==> src/rtl/exec_controller.sv <==
// exec_controller: front-panel sequencer for the CPU core.
// Turns next/run/speedRun/edit/send into a one-cycle CPU step strobe,
// a CPU hold, a PC clear on leaving programming mode, and ROM write strobes.
module exec_controller #(
  parameter int RUN_DIV  = 1000000,
  parameter int FAST_DIV = 1000,
  parameter int ADDR_W   = 8,
  parameter int CODE_W   = 32
) (
  input  logic              i_clk,
  input  logic              i_rst,
  input  logic              i_next,
  input  logic              i_run,
  input  logic              i_speedRun,
  input  logic              i_edit,
  input  logic [ADDR_W-1:0] i_line,
  input  logic [CODE_W-1:0] i_code,
  input  logic              i_send,
  input  logic              i_halt,
  output logic              o_step_en,
  output logic              o_cpu_hold,
  output logic              o_pc_clear,
  output logic              o_rom_we,
  output logic [ADDR_W-1:0] o_rom_addr,
  output logic [CODE_W-1:0] o_rom_wdata,
  output logic [2:0]        o_mode,
  output logic [7:0]        o_load_count
);

  localparam int CW = (RUN_DIV > 2) ? $clog2(RUN_DIV) : 1;

  typedef enum logic [2:0] {
    IDLE = 3'd0,
    RUN  = 3'd1,
    FAST = 3'd2,
    EDIT = 3'd3,
    HALT = 3'd4
  } mode_t;

  mode_t             r_mode;
  logic [CW-1:0]     r_cnt;
  logic              r_next_q;
  logic              r_send_q;
  logic              r_step_en;
  logic              r_cpu_hold;
  logic              r_pc_clear;
  logic              r_rom_we;
  logic [ADDR_W-1:0] r_rom_addr;
  logic [CODE_W-1:0] r_rom_wdata;
  logic [7:0]        r_load_count;

  mode_t             w_nmode;
  logic              w_chg;
  logic              w_next_rise;
  logic              w_send_rise;
  logic              w_timed;
  logic [CW-1:0]     w_div_m1;
  logic [7:0]        w_lc_base;

  assign w_next_rise = i_next & ~r_next_q;
  assign w_send_rise = i_send & ~r_send_q;
  assign w_chg       = (w_nmode != r_mode);
  assign w_timed     = (w_nmode == RUN) || (w_nmode == FAST);
  assign w_div_m1    = (w_nmode == FAST) ? CW'(FAST_DIV - 1) : CW'(RUN_DIV - 1);
  // Entering EDIT starts the write tally from zero, even if a send lands on the entry edge
  assign w_lc_base   = (r_mode == EDIT) ? r_load_count : 8'd0;

  // Next-mode priority: edit, sticky halt, halt, speedRun, run, idle
  always_comb begin
    w_nmode = IDLE;
    if (i_edit)              w_nmode = EDIT;
    else if (r_mode == HALT) w_nmode = HALT;
    else if (i_halt)         w_nmode = HALT;
    else if (i_speedRun)     w_nmode = FAST;
    else if (i_run)          w_nmode = RUN;
  end

  // Mode register, prescaler, edge samples and all registered strobes
  always_ff @(posedge i_clk) begin
    if (!i_rst) begin
      r_mode       <= IDLE;
      r_cnt        <= '0;
      r_next_q     <= 1'b1;
      r_send_q     <= 1'b1;
      r_step_en    <= 1'b0;
      r_cpu_hold   <= 1'b0;
      r_pc_clear   <= 1'b0;
      r_rom_we     <= 1'b0;
      r_rom_addr   <= '0;
      r_rom_wdata  <= '0;
      r_load_count <= 8'd0;
    end else begin
      r_next_q   <= i_next;
      r_send_q   <= i_send;
      r_mode     <= w_nmode;
      r_step_en  <= 1'b0;
      r_rom_we   <= 1'b0;
      r_pc_clear <= 1'b0;
      r_cpu_hold <= (w_nmode == EDIT);

      // Prescaler restarts on any mode change; a wrap in RUN/FAST is a step
      if (w_chg || !w_timed) begin
        r_cnt <= '0;
      end else if (r_cnt == w_div_m1) begin
        r_cnt     <= '0;
        r_step_en <= 1'b1;
      end else begin
        r_cnt <= r_cnt + 1'b1;
      end

      // Manual single step; not on the EDIT exit edge so it never meets pc_clear
      if (w_nmode == IDLE && r_mode != EDIT && w_next_rise)
        r_step_en <= 1'b1;

      // Programming: capture line/code on a send edge, count writes with saturation
      if (w_nmode == EDIT) begin
        r_load_count <= w_lc_base;
        if (w_send_rise) begin
          r_rom_we     <= 1'b1;
          r_rom_addr   <= i_line;
          r_rom_wdata  <= i_code;
          r_load_count <= (w_lc_base == 8'hFF) ? 8'hFF : w_lc_base + 8'd1;
        end
      end

      // Leaving EDIT restarts the CPU program counter
      if (r_mode == EDIT && w_nmode != EDIT)
        r_pc_clear <= 1'b1;
    end
  end

  assign o_step_en    = r_step_en;
  assign o_cpu_hold   = r_cpu_hold;
  assign o_pc_clear   = r_pc_clear;
  assign o_rom_we     = r_rom_we;
  assign o_rom_addr   = r_rom_addr;
  assign o_rom_wdata  = r_rom_wdata;
  assign o_mode       = r_mode;
  assign o_load_count = r_load_count;

endmodule

==> config.mk <==
export PLATFORM = sky130hd
export DESIGN_NAME = exec_controller
export DESIGN_NICKNAME = d
export VERILOG_FILES = /design/src/rtl/exec_controller.sv
export SDC_FILE = /design/constraint.sdc
export NUM_CORES = 1
export LEC_CHECK = 0
export BUFFER_PORTS_ARGS = -buffer_cell sky130_fd_sc_hd__buf_2
export CAP_MARGIN = 25
export CORE_ASPECT_RATIO = 1.2
export CORE_MARGIN = 4
export CORE_UTILIZATION = 30
export DETAILED_ROUTE_END_ITERATION = 8
export GPL_TIMING_DRIVEN = 1
export HOLD_SLACK_MARGIN = 0.03
export PLACE_DENSITY = 0.61
export SYNTH_ARGS = -nofsm -noshare
export SYNTH_HDL_FRONTEND = slang
export SYNTH_SLANG_ARGS = --single-unit
==> constraint.sdc <==
create_clock -name i_clk -period 4.35 [get_ports i_clk]
set_input_delay 0.87 -clock i_clk [delete_from_list [all_inputs] [get_ports i_clk]]
set_output_delay 0.87 -clock i_clk [all_outputs]
set_load 0.01 [all_outputs]
After elaboration in Yosys (flattened, before gate mapping):

Index checks and enable logic that the tools add are counted.

* multiplexer cells: 14
* equal/unequal tests: 10
* bitwise operators: 5
* add/sub/neg operators: 2
* reductions and logical operators: 10

Operators by type and width (number)
* $mux 8: 3
* $add 20x1->20 const B: 1
* $eq 20x20->1: 1
* $mux 20: 1
* $eq 3x2->1 const B: 3
* $mux 3: 3
* $add 8x1->8 const B: 1
* $eq 8x8->1 const B: 1
* $mux 1: 6
* $ne 3x2->1 const B: 2
* $reduce_and 2->1: 2
* $eq 3x1->1 const B: 1
* $eq 3x3->1 const B: 1
* $logic_and 1x1->1: 3
* $logic_not 3->1: 1
* $ne 3x3->1: 1
* $not 1->1: 3
* $reduce_or 3->1: 1
* $and 1x1->1: 2
* $logic_or 1x1->1: 2
* $mux 2: 1
* $logic_not 1->1: 1

* word-level logic and storage cells: 52
* input bits: 48
* flip-flop bits (word level): 77

Logic depth before layout (Yosys ltp):

* depth after elaboration: 11
* gate-level depth with buffers: 11
* mapped depth without buffers: 9

Worst setup path after synthesis:

Ideal clock, no wire load.

* kind: input to register
* start: input port i_edit
* end: register r_cnt[16]
* arrival time: 2363 ps
* required time: 4235 ps
* stages on the path: 6
* setup slack: 1872 ps
* cell sequence: clkbuf_1 -> or4b_1 -> or4b_4 -> nand3_2 -> buf_6 -> nor2_1

* longest elaborated chain between the ends: 6
* elaborated cells on any way between the ends: 10
* classes of those cells: 4 x eq/ne; 2 x mux; 4 x reduce/logical

RTL lines
* start: declaration: RTL line 15 `input logic i_edit,`
* $mux 3 *: RTL line 71 `if (i_edit) w_nmode = EDIT;`
* parallel branches: the longest is 4 deep, another holds $mux 20
* $reduce_or 3->1 (no source line) *
* end signal: assignment: RTL line 108 `r_cnt <= r_cnt + 1'b1;`
* end: declaration: RTL line 41 `logic [CW-1:0] r_cnt;`

Mark *: on every way between the ends.
A chain may end at the register's enable or synchronous reset.

Worst setup path after layout:

* start: input port i_rst
* end: register r_cnt[5]

* longest elaborated chain between the ends: 2

RTL lines
* start: declaration: RTL line 11 `input logic i_rst,`
* $not 1->1 (no source line)
* $reduce_or 3->1 (no source line)

Every way passes these cells.

==> qor.yml <==
outcome:
  outcome: "finished clean"
critical_path:
  r2r-start: "r_cnt[0]"
  r2r_cells: 6
  cp_max_fo: 52
  critPathLaunchType: "input pin"
  worst_ep_arrival_time_ns: 2.73
  rr_endpoint: "r_cnt[14]"
  worstPathRequired_ns: 4.60
  ff2ff_setup_slack_ns: 2.11
  endpoint_kind: "register"
  crit_type: "input pin to register"
routing:
  dr_wl_met3_um: 639
  routed_wl_um: 7760
  drtIter0Drc: 134
  viasPerCell: 4.68
  drtAntennaViolNets: 0
  drc: 0
  num_vias: 2862
  top_layer: "met4"
  met1_length_um: 3570
  drt_pre_antenna_iters: 4
  wl_per_cell_um: 12.7
  wl_met2_um: 3440
logic_synthesis:
  synth_edf_count: 0
  yosysTopAreaCell: "dfxtp_1"
  async_reset_ff_frac: 0
  synth.top_cell.area_share: 0.480
  syn_area_per_cell_um2: 8.34
  netlist_top_cells_area: "dfxtp_1 (48%), nand2_1 (12%), a21boi_0 (9.4%)"
  yosysUniqueCellTypes: 40
  synthCells: 385
  ys.flop_type: "dfxtp_1"
  synth_warnings: 0
  ys_seq_elements: 77
  synthTopCellsByCount: "nand2_1 (99), dfxtp_1 (77), a21boi_0 (40)"
  synth_fp_nets: 435
  syn_area_mm2: 0.00321
  synth.most_common_cell: "nand2_1"
  seq_area_frac_synth: 0.480
sta:
  setup_violations: 0
  maxSlewHeadroom: 0.700
  drv_slew: 0
  tightest_slew_ns: 0.446
  fin_ws_ns: 1.87
  setup_tns_ns: 0
  period_needed_ns: 2.48
  rsz0062_at_grt: "no"
  finalHoldViolCount: 0
  fmax_ghz: 0.404
  fin_crit_sh: 0.570
  fin_skew_ns: 0.00324
clocking:
  ctsHoldBuffers: 0
  clock_sinks: 77
  cts_resized: 0
  insertion_delay_ns: 0.32
  cts_tree: "done"
  h-tree-depth: 3
  root_buffer: "clkbuf_16"
  postCtsSetupBuffers: 0
  clk_path_buf_depth: 2
  clkTransAtPathRegs_ns: 0.05
  cts_made_buffers: 9
place:
  place_area_mm2: 0.00381
  place_ws_ns: 1.51
  dpl.hpwl_um: 5660
  io_buffers: 102
  gp_congestion: 0.823
grt:
  grt_pass1_vias: 2694
  grt_pass1_wl_um: 12400
  grt_max_degree: 53
  grt-ovfl-total: 0
  grt_antenna_before_repair: 0
  grt_use_total: 0.124
floorplan:
  initial_utilization: 0.307
  die_area_mm2: 0.0124
  coreArea_mm2: 0.0105
  die_h_um: 121
  die_width_um: 102
  row_count: 41
  io_pins: 103
pwr:
  power.density_mw_per_mm2: 372
  p_sw_frac: 0.205
  seq_power_share: 0.477
  total_power_w: 0.00152
  p_sw_w: 0.000311
  ir_drop_mv: 0.122
  pwr-share-clk: 0.468
  power.leakage_nw: 1.68
  p_int_w: 0.00121
  combinationalPowerShare: 0.055
finish:
  fin_area_mm2: 0.00409
  layout.nets: 530
  post-route-util: 0.391
  drive_gt1_frac: 0.251
  syn_to_final_growth_pct: 27.5
  diodes: 0
job:
  cap_violations: 0
hold_path:
  hold_path_end: "r_cnt[0]"
  hold_path_depth: 1
  min-delay-start: "r_cnt[0]"
  hold_class: "register to register"
power by group through the flow:
stage | clock network [W] | registers, W | logic [W]
after CTS | 0.000736 | 0.000725 | 0.0000858
after global placement | 0 | 0.000740 | 0.0000840
after floorplan | 0 | 0.000745 | 0.0000380
final | 0.000711 | 0.000725 | 0.0000843
after global routing | 0.000768 | 0.000726 | 0.0000939
after detailed placement | 0 | 0.000740 | 0.0000854
per-stage QoR:
step                hold WS [ns]  cells
floorplan                  0.417    385
global placement           0.427    598
detailed placement         0.439    598
CTS                        0.450    612
global route               0.469    612
finish                     0.449    612
per-layer routing:
metal  vias up  GRT usage
met5         -          0
met4         0     0.0500
met3         9     0.0397
met2        87      0.201
met1      1283      0.150
li1       1483          -
state kept, by name (all words and copies together) (netlist names):
register and flops:
o_cpu_hold 1, r_send_q 1, o_pc_clear 1, r_cnt 20, o_mode 3, o_rom_addr 8
o_rom_we 1, o_rom_wdata 32, r_next_q 1, o_step_en 1, o_load_count 8
layout by cell type, fill, tap and decap left out, drive strengths merged, types with 5 or more instances in the layout:
cell type,synthesis,final
nand2b,5,5
clkbuf,19,12
and3,5,5
nand4,8,8
nand2,99,99
xor2,11,11
buf,2,105
nor4,5,5
dfxtp,77,77
xnor2,7,7
nor2,34,34
inv,8,8
a21oi,5,5
a21boi,40,40
nor3,9,9
nand3,16,16
cell type report:
class / count / area [um2]
tap: 129 / 161
fill: 1094 / 6370
multi-input combinational: 279 / 1550
clock buffer: 12 / 246
inverter: 8 / 30.0
sequential: 77 / 1540
clock inverter: 2 / 35.0
timing repair buffer: 105 / 533
worst max-delay path by stage:
stage	start	to	slack, ns	depth (start not counted)
final	i_rst	r_cnt[5]	1.87	7
after global routing	i_rst	r_cnt[2]	1.62	7
after CTS	i_rst	r_cnt[14]	1.84	7
after detailed placement	i_rst	r_cnt[14]	1.51	7
after global placement	i_rst	r_cnt[17]	1.60	7
after floorplan	i_edit	r_cnt[16]	1.87	6
worst max-delay path: stages:
cell and delay [ns]:
buf_2 0.08, buf_4 0.39, nand2b_1 0.22, a2111o_1 0.34, a221oi_2 0.24, nand3_2 0.38, nor2_1 0.20
cells by family after synthesis:
family	count (synthesis)	synth area share
AO/OA/AOI/OAI	64	0.147
AND/OR/NAND/NOR	195	0.277
buffers and inverters	29	0.0386
adder cells (fa/ha/maj)	2	0.00779
flip-flops	77	0.480
XOR/XNOR	18	0.0491
Power figures use the tool's default switching activity.
